**config.mk**
```make
export PLATFORM = sky130hd
export DESIGN_NAME = mem_wb_stage
export DESIGN_NICKNAME = d
export VERILOG_FILES = /design/src/rtl/mem_wb_stage.sv
export SDC_FILE = /design/constraint.sdc
export NUM_CORES = 1
export LEC_CHECK = 0
export BUFFER_PORTS_ARGS = -buffer_cell sky130_fd_sc_hd__buf_2
export CAP_MARGIN = 0
export CELL_PAD_IN_SITES_DETAIL_PLACEMENT = 0
export CELL_PAD_IN_SITES_GLOBAL_PLACEMENT = 1
export CORE_AREA = 3 3 135 137
export CTS_BUF_LIST = sky130_fd_sc_hd__clkbuf_2
export DETAILED_ROUTE_END_ITERATION = 10
export DIE_AREA = 0 0 138 140
export PLACE_DENSITY = 0.92
export SYNTH_ARGS = -nofsm -noshare
export SYNTH_HDL_FRONTEND = slang
export SYNTH_SLANG_ARGS = --single-unit
```
**constraint.sdc**
```tcl
create_clock -name clk -period 7.1 [get_ports clk]
set_clock_uncertainty 0.05 [all_clocks]
set_input_delay 1.065 -clock clk [delete_from_list [all_inputs] [get_ports clk]]
set_output_delay 1.065 -clock clk [all_outputs]
set_load 0.01 [all_outputs]
```
**src/rtl/mem_wb_stage.sv**
```systemverilog
// MEM/WB pipeline register and writeback logic.
//
// Captures the instruction retiring from MEM, formats load data from the synchronous
// data-memory read word (which arrives in the WB cycle), selects the writeback source and
// drives the register-file write port. Also keeps a retired-instruction counter.
//
// Ports:
//   clk, reset          clock; synchronous active-high reset
//   stall_i             hold the WB register; the WB instruction does not retire this cycle
//   flush_i             squash the instruction entering WB (overrides stall_i)
//   mem_*_i             fields of the instruction currently in MEM
//   dmem_rdata_i        aligned data-memory word, valid in the WB cycle
//   wb_rd_o             regfile destination index
//   wb_write_data_o     regfile write data (also a forwarding source)
//   wb_wr_en_o          regfile write enable, only in the retiring cycle and never for x0
//   wb_valid_o          WB holds a valid instruction
//   retire_o            one pulse per retired instruction
//   instret_o           retired-instruction count, wraps
module mem_wb_stage #(
  parameter int unsigned XLEN           = 32,
  parameter int unsigned REG_ADDR_WIDTH = 5,
  parameter int unsigned INSTRET_WIDTH  = 64
) (
  input  logic                      clk,
  input  logic                      reset,
  input  logic                      stall_i,
  input  logic                      flush_i,
  input  logic                      mem_valid_i,
  input  logic [REG_ADDR_WIDTH-1:0] mem_rd_i,
  input  logic                      mem_reg_write_i,
  input  logic [1:0]                mem_wb_sel_i,
  input  logic [2:0]                mem_funct3_i,
  input  logic [1:0]                mem_addr_lo_i,
  input  logic [XLEN-1:0]           mem_alu_result_i,
  input  logic [XLEN-1:0]           mem_pc_plus4_i,
  input  logic [XLEN-1:0]           dmem_rdata_i,
  output logic [REG_ADDR_WIDTH-1:0] wb_rd_o,
  output logic [XLEN-1:0]           wb_write_data_o,
  output logic                      wb_wr_en_o,
  output logic                      wb_valid_o,
  output logic                      retire_o,
  output logic [INSTRET_WIDTH-1:0]  instret_o
);

  localparam logic [1:0] WbSelLoad = 2'b01;
  localparam logic [1:0] WbSelPc4  = 2'b10;

  localparam logic [2:0] F3Lb  = 3'b000;
  localparam logic [2:0] F3Lh  = 3'b001;
  localparam logic [2:0] F3Lw  = 3'b010;
  localparam logic [2:0] F3Lbu = 3'b100;
  localparam logic [2:0] F3Lhu = 3'b101;

  localparam logic [INSTRET_WIDTH-1:0] InstretOne = {{(INSTRET_WIDTH-1){1'b0}}, 1'b1};

  logic                      valid_q;
  logic [REG_ADDR_WIDTH-1:0] rd_q;
  logic                      reg_write_q;
  logic [1:0]                wb_sel_q;
  logic [2:0]                funct3_q;
  logic [1:0]                addr_lo_q;
  logic [XLEN-1:0]           alu_result_q;
  logic [XLEN-1:0]           pc_plus4_q;
  logic [INSTRET_WIDTH-1:0]  instret_q, instret_d;

  logic            retire;
  logic [7:0]      load_byte;
  logic [15:0]     load_half;
  logic [XLEN-1:0] load_data;
  logic [XLEN-1:0] write_data;

  // Priority: reset > flush > stall > advance. On flush only valid matters; the
  // remaining fields simply hold.
  always_ff @(posedge clk) begin
    if (reset) begin
      valid_q      <= 1'b0;
      rd_q         <= '0;
      reg_write_q  <= 1'b0;
      wb_sel_q     <= '0;
      funct3_q     <= '0;
      addr_lo_q    <= '0;
      alu_result_q <= '0;
      pc_plus4_q   <= '0;
    end else if (flush_i) begin
      valid_q <= 1'b0;
    end else if (!stall_i) begin
      valid_q      <= mem_valid_i;
      rd_q         <= mem_rd_i;
      reg_write_q  <= mem_reg_write_i;
      wb_sel_q     <= mem_wb_sel_i;
      funct3_q     <= mem_funct3_i;
      addr_lo_q    <= mem_addr_lo_i;
      alu_result_q <= mem_alu_result_i;
      pc_plus4_q   <= mem_pc_plus4_i;
    end
  end

  always_ff @(posedge clk) begin
    if (reset) begin
      instret_q <= '0;
    end else begin
      instret_q <= instret_d;
    end
  end

  // A stalled instruction neither retires nor writes; it does so once, in the first
  // unstalled cycle.
  assign retire = valid_q & ~stall_i;

  always_comb begin
    instret_d = instret_q;
    if (retire) begin
      instret_d = instret_q + InstretOne;
    end
  end

  // Load extraction from the raw word. Misaligned accesses never reach here, so
  // addr_lo[0] is irrelevant for halfwords.
  always_comb begin
    load_byte = 8'h00;
    unique case (addr_lo_q)
      2'd0: load_byte = dmem_rdata_i[7:0];
      2'd1: load_byte = dmem_rdata_i[15:8];
      2'd2: load_byte = dmem_rdata_i[23:16];
      2'd3: load_byte = dmem_rdata_i[31:24];
    endcase

    load_half = addr_lo_q[1] ? dmem_rdata_i[31:16] : dmem_rdata_i[15:0];

    load_data = '0;
    case (funct3_q)
      F3Lb:    load_data = {{(XLEN-8){load_byte[7]}}, load_byte};
      F3Lbu:   load_data = {{(XLEN-8){1'b0}}, load_byte};
      F3Lh:    load_data = {{(XLEN-16){load_half[15]}}, load_half};
      F3Lhu:   load_data = {{(XLEN-16){1'b0}}, load_half};
      F3Lw:    load_data = dmem_rdata_i;
      default: load_data = '0;
    endcase
  end

  always_comb begin
    write_data = alu_result_q;
    unique case (wb_sel_q)
      WbSelLoad: write_data = load_data;
      WbSelPc4:  write_data = pc_plus4_q;
      default:   write_data = alu_result_q;
    endcase
  end

  assign wb_rd_o         = rd_q;
  assign wb_write_data_o = write_data;
  assign wb_wr_en_o      = retire & reg_write_q & (rd_q != '0);
  assign wb_valid_o      = valid_q;
  assign retire_o        = retire;
  assign instret_o       = instret_q;

endmodule

```
==> summary.md <==
| Metric | Value |
|---|---|
| Status | finished, final reports clean |
| Sequential power share | 56.5% |
| Tmin final | 4.90 ns |
| Worst setup margin | 2.20 ns |
| TNS Setup | 0 ns |
| Layout cells sized above 1 | 25.6% |
| Reg2reg setup slack | 3.80 ns |
| Die Wd | 138 um |
| Ys async rst share | 0% |
| Setup repair bufs after CTS | 0 |
| Largest family of logic cells by synthesized area | simple AND/OR/NAND/NOR gates |
| Worst-Skew Late Latency | 0.71 ns |
| Endpoints failing setup | 0 |
| Combinational share of power | 12.5% |
| Fin crit share | 69.1% |
| Leak | 3.39 nW |
| Mux cell area share after synthesis | 3.37% |
| Total Die Area | 19,300 um^2 |
| Pin count of the biggest net entering global routing | 94 |
| Max FO, Critical Path | 27 |
| Clk slew on worst S/H paths | 0.18 ns |
| GP Congestion | 0.927 |
| Slowest stage cell, crit path | dfxtp_1 |
| Number of max-cap violations | 0 |
| Fin Hold WS | 0.416 ns |
| Reg2reg end | instret_o[52] |
| Slew Limit Fails | 0 |
| Pre-Repair DR Iteration Count | 7 |
| Post-CTS sizing | 0 |
| Syn Std Cell Area | 6970 um^2 |
| Worst setup EP type | primary output |
| Maximum clock frequency | 0.204 GHz |
| CP Class | flop to primary output |
| EDFF count, synth | 0 |
| Root buf cell | clkbuf_2 |
| Top_reg_cell synth | dfxtp_1 |
| Startpoint types | flop |
| Post-route insts no fill | 1,330 |
| Global-route wire length before repair | 34.9 mm |
| Vias in the first global route | 6,563 |
| Die H | 140 um |
| Hold Path Cell Cnt | 2 |
| Slew Limit Headroom | 18.8% |
| GR Util All Layers | 22.2% |
| Fillers | 1,822 |
| Compound-Gate Fraction of Synth Area | 19.6% |
| Total grt overflow | 0 |
| H-tree levels | 4 |
| Pwr Density | 177 nW/um^2 |
| RSZ-0062 raised after global routing | no |
| DRC | 0 |
| CTS hold repair buffers | 0 |
| Layout Cell Area excl Fill | 8340 um^2 |
| Register area share after synthesis | 40.8% |
| Critical path required time | 5.98 ns |
| DP HPWL | 15.8 mm |
| Crit-path cells | mux4_2, nor2_1, a211oi_1, nor2_1, a31oi_1, buf_2 |
| Area Growth Syn to Fin | 19.7% |
| Site Rows | 48 |
| DR vias/cell | 5.41 |
| XOR/XNOR Fraction of Synth Area | 4.27% |
| CP arrival | 3.79 ns |
| Switch Pwr | 427 uW |
| Dpl cells | 1,297 |
| Clk buf depth | 2 |
| Post-place setup slack | 2.87 ns |
| WL/cell | 16.8 um |
| Worst reg2reg path startpoint | instret_o[0] |
| CTS tree | yes |
| Gate Count Post-Synth | 913 |
| Post-synthesis simple-gate area fraction | 27.2% |
| Crit-path max cell delay | 1.02 ns |
| Placed Instance Area | 8120 um^2 |
| Port bufs | 217 |
| Syn_area_per_cell | 7.63 um^2 |
| Worst Hold End | alu_result_q[3] |
| Register Area | 2840 um^2 |
| Worst Hold Class | flop to flop |
| Initial antenna violation count | 6 |
| DR iter-0 viols | 479 |
| Most frequent cells in the layout | 218 x nand2_1, 216 x buf_2, 164 x a21oi_1, 142 x dfxtp_1, 50 x nor2_1 |
| Routed WL | 22.3 mm |
| Synth Net Count | 1,030 |
| Yosys warnings | 0 |
| Yosys cell types | 49 |
| CTS Buf Count | 17 |
| Clock share of power | 31.0% |
| Beginning of the worst hold path | alu_result_q[3] |
| Nets | 1,208 |
| Core footprint | 17,200 um^2 |
| Seq cells post-synth | 142 |
| Final Power | 1.48 mW |
| Switch share | 28.9% |
| Commonest non-fill, non-tap cell in the layout | nand2_1 |
| Fin util | 48.6% |
| Antenna Nets Post-Route | 0 |
| Max VDD drop | 0.0000970 V |
| Reg2Reg Depth | 6 |
| Multi-input gate area | 3840 um^2 |
| Worst Tran Pin Value | 1.22 ns |
| Ports | 218 |
| Post-Synth Adder-Cell Area | 0.539% |
| P_int | 1.05 mW |
| CTS Sinks | 142 |
| Vias | 7,201 |
| Final hold vios | 0 |
| Initial Utilization | 40.6% |
| Most frequent cell on the critical path | nor2_1 |
layer usage:
metal  routed length, um  track usage (%)  share of wire [%]
met5                  65                0               0.29
met3                1760             8.13                7.9
met2               10400             35.6                 47
met1                9540             27.8                 43
met4                 493             7.12                2.2
synthesized netlist by cell type (8+ instances only):
master    count  area (um^2)
dfxtp_1     142         2840
nor2b_1      10         62.6
nor2_1       51          191
and3_1       10         62.6
xnor2_1       8         70.1
clkbuf_1     49          184
a221oi_1      8         70.1
a21oi_1     164          821
xor2_1       26          228
o31ai_1      12         90.1
mux2i_1      10          100
inv_1        11         41.3
mux2_2       10          113
nand2_1     218          818
a31oi_1      16          100
nand3_1      21          105
or4_1        12         90.1
o21ai_0      25          125
nand4_1      24          150
nor3_1       13         65.1
or3_1        13         81.3
power groups by stage:
stage	sequential, mW	clock [mW]	combinational [mW]
final	0.835	0.459	0.185
after global routing	0.838	0.511	0.205
after CTS	0.835	0.477	0.185
after detailed placement	0.851	0	0.185
after global placement	0.850	0	0.183
after floorplan	0.844	0	0.110
layout make-up:
type	count	area share (%)
Sequential cell	142	34.1
Antenna cell	1	0.0300
Multi-Input combinational cell	699	46.1
Clock buffer	20	1.20
Tap cell	225	3.37
Timing Repair Buffer	220	13.3
Clock inverter	12	1.45
Inverter	11	0.495
critical path: cells and delay by family (launching register included):
family          cells  cell delay, ns
compound gates      2            0.28
mux                 1            0.64
buf+inv             1            0.21
simple gates        2            0.95
flops               1            1.02
logic make-up (layout without fill, tap and decap cells):
family | after synthesis | after routing
and+or+nand+nor | 396 | 396
AOI/OAI and AO/OA | 245 | 245
DFF | 142 | 142
buffers and inverters | 72 | 263
xor gates and xnor gates | 34 | 34
muxes | 21 | 21
adders and majority gates | 3 | 3
other | 0 | 1
registers in the layout, summed over array words and instances (netlist names):
register and count:
addr_lo_q 2, alu_result_q 32, funct3_q 3, instret_o 64, pc_plus4_q 32, reg_write_q 1, wb_rd_o 5, wb_sel_q 2
wb_valid_o 1
worst max path at each step:
stage | startpoint | cells after the start | end | slack [ns]
floorplan | dmem_rdata_i[31] | 6 | wb_write_data_o[12] | 3.56
global placement | dmem_rdata_i[31] | 7 | wb_write_data_o[18] | 2.98
detailed placement | dmem_rdata_i[31] | 7 | wb_write_data_o[25] | 2.87
CTS | addr_lo_q[1] | 6 | wb_write_data_o[25] | 2.13
global route | addr_lo_q[1] | 6 | wb_write_data_o[25] | 1.85
finish | addr_lo_q[1] | 6 | wb_write_data_o[25] | 2.20
Note: power is estimated with default switching activity, not from simulation.
